## src/rtl/vend_pkg.sv

```systemverilog
// Shared state encoding, coin values and saturating credit add for the dispense scheduler.
package vend_pkg;

    typedef enum logic [2:0] {IDLE, GRANT, DISP, CHANGE, CLEAR} state_t;

    localparam int COIN5_U  = 1;
    localparam int COIN10_U = 2;
    localparam int SAT_W    = 8;

    // Returns {ok, sum}; when the sum would pass max_v, ok=0 and the credit comes back unchanged.
    function automatic logic [SAT_W:0] sat_add(
        input logic [SAT_W-1:0] credit,
        input logic [SAT_W-1:0] value,
        input logic [SAT_W-1:0] max_v
    );
        logic [SAT_W:0] sum;
        sum = {1'b0, credit} + {1'b0, value};
        if (sum > {1'b0, max_v}) begin
            return {1'b0, credit};
        end
        return {1'b1, sum[SAT_W-1:0]};
    endfunction

endpackage

```

## src/rtl/vend_credit_acc.sv

```systemverilog
// Per-panel coin decode, refuse pulse and credit register.
// With VEND_TIMEOUT_REFUND_EN defined it also keeps an idle counter that raises timeout_req.
module vend_credit_acc
    import vend_pkg::*;
#(
    parameter int PRICE_U  = 3,
    parameter int CREDIT_W = 3
`ifdef VEND_TIMEOUT_REFUND_EN
    ,
    parameter int TIMEOUT  = 255
`endif
) (
    input  logic                clk,
    input  logic                reset,
    input  logic                in5,
    input  logic                in10,
    input  logic                busy,
    input  logic                clr,
    output logic [CREDIT_W-1:0] credit,
    output logic                refuse,
    output logic                eligible,
    output logic                timeout_req
);

    localparam logic [CREDIT_W-1:0] PRICE_C  = CREDIT_W'(PRICE_U);
    localparam int                  CRED_MAX = (1 << CREDIT_W) - 1;

    logic [CREDIT_W-1:0] r_credit;
    logic                r_refuse;
    logic [1:0]          w_val;
    logic                w_coin;
    logic                w_accept;
    logic [SAT_W:0]      w_add;

    // A simultaneous in10/in5 pair keeps the 10 and bounces the 5.
    assign w_val    = in10 ? 2'(COIN10_U) : (in5 ? 2'(COIN5_U) : 2'd0);
    assign w_coin   = in5 | in10;
    assign w_add    = sat_add(SAT_W'(r_credit), SAT_W'(w_val), SAT_W'(CRED_MAX));
    assign w_accept = w_coin & ~busy & (r_credit < PRICE_C) & w_add[SAT_W];

    always_ff @(posedge clk) begin
        if (reset) begin
            r_credit <= '0;
            r_refuse <= 1'b0;
        end else begin
            r_refuse <= (in5 & in10) | (w_coin & ~w_accept);
            if (clr) begin
                r_credit <= '0;
            end else if (w_accept) begin
                r_credit <= CREDIT_W'(w_add[SAT_W-1:0]);
            end
        end
    end

`ifdef VEND_TIMEOUT_REFUND_EN
    localparam int              TO_W = $clog2(TIMEOUT + 1);
    localparam logic [TO_W-1:0] TO_C = TO_W'(TIMEOUT);

    logic [TO_W-1:0] r_idle_cnt;

    always_ff @(posedge clk) begin
        if (reset || w_accept || clr || (r_credit == '0)) begin
            r_idle_cnt <= '0;
        end else if (!busy && (r_idle_cnt != TO_C)) begin
            r_idle_cnt <= r_idle_cnt + TO_W'(1);
        end
    end

    assign timeout_req = (r_idle_cnt == TO_C) && (r_credit != '0) && (r_credit < PRICE_C);
`else
    assign timeout_req = 1'b0;
`endif

    assign credit   = r_credit;
    assign refuse   = r_refuse;
    assign eligible = (r_credit >= PRICE_C);

endmodule

```

## src/rtl/vend_dispense_sched.sv

```systemverilog
// Two coin panels sharing one dispenser and change hopper via a round-robin service FSM.
// Define VEND_TIMEOUT_REFUND_EN to refund stale partial credit after TIMEOUT idle cycles.
module vend_dispense_sched
    import vend_pkg::*;
#(
    parameter int PRICE_U  = 3,
    parameter int CREDIT_W = 3,
    parameter int TIMEOUT  = 255
) (
    input  logic       clk,
    input  logic       reset,
    input  logic       p0_in5,
    input  logic       p0_in10,
    input  logic       p1_in5,
    input  logic       p1_in10,
    input  logic       disp_ack,
    output logic       disp_req,
    output logic       disp_port,
    output logic       hop_pulse,
    output logic [1:0] refuse,
    output logic [1:0] done
);

    localparam logic [CREDIT_W-1:0] PRICE_C = CREDIT_W'(PRICE_U);

    state_t                    r_state;
    state_t                    w_next;
    logic                      r_sel;
    logic                      r_refund;
    logic                      r_rr_last;
    logic [CREDIT_W-1:0]       r_change;
    logic [1:0]                r_done;
    logic [1:0]                w_in5;
    logic [1:0]                w_in10;
    logic [1:0]                w_busy;
    logic [1:0]                w_clr;
    logic [1:0]                w_refuse;
    logic [1:0]                w_elig;
    logic [1:0]                w_treq;
    logic [1:0]                w_req;
    logic [1:0][CREDIT_W-1:0]  w_credit;
    logic                      w_pick;

    assign w_in5  = {p1_in5, p0_in5};
    assign w_in10 = {p1_in10, p0_in10};

    for (genvar i = 0; i < 2; i++) begin : g_panel
        assign w_busy[i] = (r_state != IDLE) && (r_sel == 1'(i));
        assign w_clr[i]  = (r_state == CLEAR) && (r_sel == 1'(i));

        vend_credit_acc #(
            .PRICE_U  (PRICE_U),
            .CREDIT_W (CREDIT_W)
`ifdef VEND_TIMEOUT_REFUND_EN
            ,
            .TIMEOUT  (TIMEOUT)
`endif
        ) u_acc (
            .clk         (clk),
            .reset       (reset),
            .in5         (w_in5[i]),
            .in10        (w_in10[i]),
            .busy        (w_busy[i]),
            .clr         (w_clr[i]),
            .credit      (w_credit[i]),
            .refuse      (w_refuse[i]),
            .eligible    (w_elig[i]),
            .timeout_req (w_treq[i])
        );
    end

    // Sales win over refunds; a tie inside the winning class goes to the panel not served last.
    assign w_req  = (|w_elig) ? w_elig : w_treq;
    assign w_pick = (w_req == 2'b11) ? ~r_rr_last : w_req[1];

    always_comb begin
        w_next = r_state;
        case (r_state)
            IDLE:    if (|w_req) w_next = GRANT;
            GRANT:   w_next = r_refund ? CHANGE : DISP;
            DISP:    if (disp_ack) w_next = (r_change == '0) ? CLEAR : CHANGE;
            CHANGE:  if (r_change == CREDIT_W'(1)) w_next = CLEAR;
            CLEAR:   w_next = IDLE;
            default: w_next = IDLE;
        endcase
    end

    always_ff @(posedge clk) begin
        if (reset) begin
            r_state   <= IDLE;
            r_sel     <= 1'b0;
            r_refund  <= 1'b0;
            r_rr_last <= 1'b1;
            r_change  <= '0;
            r_done    <= 2'b00;
        end else begin
            r_state <= w_next;
            r_done  <= (r_state == CLEAR) ? (r_sel ? 2'b10 : 2'b01) : 2'b00;
            if ((r_state == IDLE) && (|w_req)) begin
                r_sel     <= w_pick;
                r_rr_last <= w_pick;
                r_refund  <= ~(|w_elig);
            end
            if (r_state == GRANT) begin
                r_change <= r_refund ? w_credit[r_sel] : (w_credit[r_sel] - PRICE_C);
            end else if (r_state == CHANGE) begin
                r_change <= r_change - CREDIT_W'(1);
            end
        end
    end

    assign disp_req  = (r_state == DISP);
    assign disp_port = disp_req & r_sel;
    assign hop_pulse = (r_state == CHANGE);
    assign refuse    = w_refuse;
    assign done      = r_done;

endmodule

```

## config.mk

```make
export PLATFORM = sky130hd
export DESIGN_NAME = vend_dispense_sched
export DESIGN_NICKNAME = d
export VERILOG_FILES = /design/src/rtl/vend_pkg.sv /design/src/rtl/vend_credit_acc.sv /design/src/rtl/vend_dispense_sched.sv
export SDC_FILE = /design/constraint.sdc
export NUM_CORES = 1
export LEC_CHECK = 0
export BUFFER_PORTS_ARGS = -buffer_cell sky130_fd_sc_hd__buf_2
export CAP_MARGIN = 10
export CORE_MARGIN = 1
export CORE_UTILIZATION = 50
export DETAILED_ROUTE_END_ITERATION = 10
export GPL_ROUTABILITY_DRIVEN = 0
export PLACE_DENSITY = 0.8
export RECOVER_POWER = 50
export SLEW_MARGIN = 5
export SYNTH_ARGS = -nofsm -noshare
export SYNTH_HDL_FRONTEND = slang
export SYNTH_SLANG_ARGS = --single-unit
```

## constraint.sdc

```tcl
create_clock -name clk -period 3.2 [get_ports clk]
set_input_delay 0.32 -clock clk [delete_from_list [all_inputs] [get_ports clk]]
set_output_delay 0.32 -clock clk [all_outputs]
set_load 0.005 [all_outputs]
```

==> results of run 1 <==
[cell usage after synthesis (2+ instances only)]
library cell / count / area (sq um)
buf_4: 2 / 15.0
nand2_1: 9 / 33.8
nor2b_1: 2 / 12.5
a21o_1: 3 / 22.5
mux2_2: 2 / 22.5
o21ai_0: 4 / 20.0
dfxtp_1: 19 / 380
a21oi_1: 6 / 30.0
and3b_1: 2 / 17.5
mux2i_1: 5 / 50.1
a211o_1: 2 / 17.5
xnor2_1: 2 / 17.5
buf_2: 3 / 15.0
ha_1: 8 / 100
nor2_1: 15 / 56.3
nor3_1: 2 / 10.0
inv_1: 10 / 37.5
fa_1: 2 / 40.0
nor3b_1: 6 / 45.0
[sequential cells by signal, indices dropped and copies added (netlist names)]
name and cells:
r_state 3, r_sel 1, r_refund 1, g_panel.u_acc.credit 6, done 2, g_panel.u_acc.refuse 2
r_rr_last 1, r_change 3
[metrics by stage]
stage | setup WS, ps | utilization | std cells | instance area (sq um)
3_5_place_dp | 1450 | 0.552 | 164 | 1220
5_1_grt | 1120 | 0.558 | 168 | 1230
4_1_cts | 1430 | 0.566 | 168 | 1250
2_1_floorplan | 1620 | - | 130 | 1170
3_3_place_gp | 1500 | 0.552 | 164 | 1220
6_report | 1290 | 0.558 | 168 | 1230
[worst max-delay path: stages, from the launching register on]
cell and delay (ps):
dfxtp_1 450, nor3_1 680, o221ai_2 270, a211o_1 340, a21oi_2 130
[layout make-up]
type,count,share of cell area
Clock buffer,3,0.0183
Inverter,10,0.0304
Tap cell,28,0.0284
Multi-Input combinational cell,94,0.557
Timing Repair Buffer,13,0.0517
Sequential cell,19,0.308
Clock inverter,1,0.00609
[layer usage]
layer  GRT usage  up-vias  share of wire
li1            -      476              -
met1       0.259      433           0.48
met2       0.342       20           0.47
met3      0.0273        4          0.029
met4      0.0833        0          0.017
met5           0        -              0
[cells in the final DEF, fill, tap and decap left out, types with 2 or more instances in the layout]
cell,synthesis,routed
dfxtp_1,19,19
nor2_1,15,15
buf_2,3,12
inv_1,10,10
nand2_1,9,9
ha_1,8,8
nor3b_1,6,6
a21oi_1,6,6
o21ai_0,4,5
mux2i_1,5,5
nor3_1,2,4
a21o_1,3,3
clkbuf_4,0,3
and3b_1,2,2
nor2b_1,2,2
mux2_2,2,2
a211o_1,2,2
xnor2_1,2,2
fa_1,2,2
[path summary, 6_finish.rpt]
check	startpoint	endpoint	slack, ps	cells past startpoint
min	p0_in5	g_panel[0].u_acc.refuse	290	3
max	r_state[1]	g_panel[0].u_acc.credit[1]	1290	4
min reg2reg	r_rr_last	r_rr_last	520	1
max reg2reg	r_state[1]	g_panel[0].u_acc.credit[1]	1290	4
[logic make-up (layout without fill, tap and decap cells)]
| kind of cell | after synthesis | in the layout |
|---|---|---|
| XOR/XNOR | 2 | 2 |
| AND/OR/NAND/NOR | 45 | 45 |
| flip-flops | 19 | 19 |
| AO/OA/AOI/OAI | 30 | 30 |
| adder cells (fa/ha/maj) | 10 | 10 |
| multiplexers | 7 | 7 |
| buffers and inverters | 17 | 27 |
[where the power goes]
| group | switching (mW) | internal [mW] | leakage (nW) |
|---|---|---|---|
| Sequential | 0.0727 | 0.290 | 0.155 |
| Combinational | 0.186 | 0.172 | 0.356 |
| Clock | 0.0813 | 0.0476 | 0.0139 |
==> metrics.cfg, run 1 <==
[layout]
antennaDiodeCount=0
seqCellArea_sq_um=380
fillCellCount=215
num-nets-final=158
drive_gt1_frac=0.164
multiInputGateArea_sq_um=687
syn_to_final_growth_pct=5.79

[logic_synthesis]
synth.area.mux_share=0.0622
synthXorXnorAreaFrac=0.0150
synthAdderAreaFrac=0.120
async_flop_share=0
synth_top_family_by_area=simple AND/OR/NAND/NOR gates
seq_area_frac_synth=0.326
synth_compound_area_frac=0.190
syn_inst=130
synth-edff-count=0
ys_warn_count=0
synth.avg_cell_area_sq_um=8.97
synthFlopType=dfxtp_1
synth-simple-area-share=0.216
synth_nets=147
synth_cell_types=45
syn_area_sq_um=1170
synth.ff_latch_count=19

[route]
dr.pass1.iters=4
wl_mm=2.15
route.antenna.remaining_nets=0
vias=933
vias_per_cell=5.55
wl_per_cell_um=12.8
drcViolationCount=0
drt_iter0_drc=11

[sta]
finalCritPeriodShare=0.596
slew_headroom=0.490
whs_ps=290
slew_viol_final=0
setup_violations=0
period_minus_slack_ps=1910
rsz0062_at_grt=no
timing.fmax_mhz=524
worst_pin_slew_ps=760
hold_violations=0
clock_skew_ps=9.21
fin_setup_tns_ps=0

[placement]
hpwl_mm=1.62
io_buffers=13

[clock_network]
cts_setup_buffers=0
clk_latency_ps=310
cts_root_buffer=clkbuf_4
clockBufferDepth=2
htreeDepth=1
cts.sinks=19
ctsHoldBuffers=0
cts_tree=done
cts_resized=0
path_clk_slew_ps=120
numCtsBuffers=3

[floorplanning]
initial_core_util=0.527
std_cell_rows=17
die_width_um=50.3
core_area_sq_um=2210
ios=14
die_area_sq_um=2530
die_height_um=50.3

[flow_run]
drv_cap=0

[setup_path]
critPathKind=reg2reg
end_kind=register
critPathLaunchType=register
crit_fanout=13
cp.arrival_ps=2160
worst_ep_required_time_ps=3450

[global_routing]
grt_usage=0.203
grt_pass1_wl_mm=3.95
antenna_found_initial=0
grt_start_max_net_pins=15
grt-ovfl-total=0
grt_pass1_vias=950

[outcome]
status=complete, no violations

[power_and_ir_drop]
finalPower_mw=0.849
irDropWorstVdd_v=0.000345
powerDensity_nw_per_um2=688
p_leak_nw=0.525

[worst_hold_path]
hp-class=in2reg

Power figures use the tool's default switching activity.
==> inputs of run 2 (changes only) <==
ABC_AREA = 1   (was default)
clock period = 2 ns   (was 3.2 ns; I/O delays follow)
==> run 2 against run 1 <==
Compared with the run above: clock skew up 4.0 ps; worst hold slack worse by 110 ps; maximum frequency up 30%; critical path depth up 4; first-iteration DRC count rose to 3.0 times the previous value; die area up 7.0%; register-to-register slack worse by 750 ps; sequential share of layout area down 2.1 points; core utilization up 2.4 points; clock power up 50%; highest routed layer unchanged.
==> metrics.cfg, run 2 <==
[sta]
finalCritPeriodShare=0.731  ; was 0.596
rsz0062_at_grt=no  ; unchanged
setup_violations=0  ; unchanged
worst_pin_slew_ps=330  ; was 760 ps
fin_setup_tns_ps=0  ; unchanged
period_minus_slack_ps=1460  ; was 1910 ps
clock_skew_ps=13.3  ; was 9.21 ps
slew_viol_final=0  ; unchanged
hold_violations=0  ; unchanged
slew_headroom=0.778  ; was 0.490
worst_slack_ps=538  ; was 1290 ps
timing.fmax_mhz=684  ; was 524 MHz

[power_and_ir_drop]
internal_power_mw=0.855  ; was 0.509 mW
powerDensity_nw_per_um2=1190  ; was 688 nW/um^2
switchingPower_mw=0.725  ; was 0.340 mW
finalPower_mw=1.58  ; was 0.849 mW
clockPowerShare=0.123  ; was 0.152
irDropWorstVdd_v=0.000756  ; was 0.000345 V
pwr-share-seq=0.363  ; was 0.427
netSwitchingFraction=0.459  ; was 0.401
power_frac_comb=0.514  ; was 0.422
p_leak_nw=0.714  ; was 0.525 nW

[clock_network]
cts_setup_buffers=0  ; unchanged
clockBufferDepth=2  ; unchanged
path_clk_slew_ps=110  ; was 120 ps
numCtsBuffers=3  ; unchanged
cts_resized=0  ; unchanged
cts_root_buffer=clkbuf_4  ; unchanged
ctsHoldBuffers=0  ; unchanged
htreeDepth=1  ; unchanged
cts.sinks=19  ; unchanged
cts_tree=done  ; unchanged
clk_latency_ps=300  ; was 310 ps

[global_routing]
grt_most_used_layer=met2  ; unchanged
grtUsageMet3=0.0263  ; was 0.0273
grt_start_max_net_pins=11  ; was 15
use_met1=0.250  ; was 0.259
grtUsageMet2=0.404  ; was 0.342
grt_pass1_wl_mm=4.37  ; was 3.95 mm
antenna_found_initial=0  ; unchanged
grt_usage=0.220  ; was 0.203
grt_pass1_vias=1057  ; was 950
grt-ovfl-total=0  ; unchanged

[logic_synthesis]
yosysMostFrequentCell=nand2_1  ; was dfxtp_1
synth_top_area_frac=0.304  ; was 0.326
syn_inst=189  ; was 130
synth.avg_cell_area_sq_um=6.62  ; was 8.97 sq um
synthTopCellsByCount=nand2_1, nor2_1, inv_1  ; was dfxtp_1, nor2_1, inv_1
synth.area.top_cells=dfxtp_1, nand2_1, nor2_1  ; was dfxtp_1, ha_1, nor2_1
synth_nets=206  ; was 147
syn_area_sq_um=1250  ; was 1170 sq um
synth_cell_types=25  ; was 45
synth-simple-area-share=0.376  ; was 0.216
synthAdderAreaFrac=0.112  ; was 0.120
ys_warn_count=0  ; unchanged
synthFlopType=dfxtp_1  ; unchanged
yosysTopAreaCell=dfxtp_1  ; unchanged
async_flop_share=0  ; unchanged
synth.area.mux_share=0  ; was 0.0622
synthXorXnorAreaFrac=0  ; was 0.0150
synth.ff_latch_count=19  ; unchanged
synth-edff-count=0  ; unchanged
synth_top_family_by_area=simple AND/OR/NAND/NOR gates  ; unchanged
synth_compound_area_frac=0.0720  ; was 0.190
seq_area_frac_synth=0.304  ; was 0.326

[layout]
drive_gt1_frac=0.153  ; was 0.164
mostFrequentLayoutCells=nand2_1, nor2_1, inv_1  ; was dfxtp_1, nor2_1, buf_2
num-nets-final=220  ; was 158
final_cell_area_sq_um=1320  ; was 1230 sq um
syn_to_final_growth_pct=5.80  ; was 5.79%
largest_reg_flops=6  ; unchanged
antennaDiodeCount=0  ; unchanged
mostFrequentLayoutCell=nand2_1  ; was dfxtp_1
finish.utilization=0.582  ; was 0.558

[route]
drt_iter0_drc=33  ; was 11
vias=1162  ; was 933
wl_per_cell_um=11.3  ; was 12.8 um
route.antenna.remaining_nets=0  ; unchanged
vias_per_cell=5.05  ; was 5.55
wl_mm=2.59  ; was 2.15 mm
drcViolationCount=0  ; unchanged
dr.pass1.iters=4  ; unchanged

[placement]
place_area_sq_um=1320  ; was 1220 sq um
pre_cts_ws_ps=510  ; was 1450 ps
hpwl_mm=2.10  ; was 1.62 mm
io_buffers=13  ; unchanged

[setup_path]
end_kind=register  ; unchanged
critPathLaunchType=register  ; unchanged
worst_ep_required_time_ps=2190  ; was 3450 ps
cp.arrival_ps=1650  ; was 2160 ps
critPathKind=reg2reg  ; unchanged
crit_fanout=8  ; was 13

[flow_run]
drv_cap=0  ; unchanged

[floorplanning]
die_width_um=52.0  ; was 50.3 um
core_area_sq_um=2280  ; was 2210 sq um
std_cell_rows=17  ; unchanged
initial_core_util=0.550  ; was 0.527
ios=14  ; unchanged
die_area_sq_um=2710  ; was 2530 sq um
die_height_um=52.0  ; was 50.3 um

[outcome]
status=complete, no violations  ; unchanged

[worst_hold_path]
hp-class=in2reg  ; unchanged

run 2: kinds of logic (layout without fill, tap and decap cells):
family	Yosys count	after routing
buffers and inverters	42	55
adders and majority gates	10	10
and+or+nand+nor	103	103
DFF	19	19
AOI/OAI and AO/OA	15	15
run 2: layer usage:
| metal | up-vias | part of all wire |
|---|---|---|
| met1 | 530 | 0.46 |
| met5 | - | 0 |
| met3 | 4 | 0.031 |
| met2 | 27 | 0.50 |
| li1 | 601 | - |
| met4 | 0 | 0.015 |
run 2: worst paths after layout:
check / from / end / slack (ps) / cells past startpoint
setup reg to reg: r_sel / r_change[1] / 540 / 8
hold / removal: reset / done[1] / 180 / 2
setup / recovery: r_sel / r_change[1] / 540 / 8
hold reg to reg: r_rr_last / r_rr_last / 480 / 2
run 2: per-stage QoR:
stage / hold slack (ps) / instances
floorplan: 269 / 189
detailed placement: 457 / 226
global route: 162 / 230
global placement: 442 / 226
CTS: 164 / 230
finish: 182 / 230
run 2: layout make-up:
type                    count  area [sq um]
clock buffers               4          26.3
well taps                  28          35.0
multi-input cells         128           674
flip-flops and latches     19           380
repair buffers             13          65.1
inverters                  38           143
fillers                   217           952
run 2: power by group through the flow:
stage	Clock, mW	Combinational [mW]	Sequential, mW
after floorplan	0	0.701	0.550
after global placement	0	0.800	0.576
after detailed placement	0	0.846	0.583
after CTS	0.202	0.851	0.574
after global routing	0.218	0.940	0.585
final	0.194	0.812	0.573
run 2: worst max-delay path, cell delays in order (launching register included):
cell and delay, ps:
dfxtp_1 460, inv_1 140, nand2_1 100, nand2_1 80, ha_1 300, nor2_1 110, nor2_2 50, nand2_1 60
a21oi_2 50
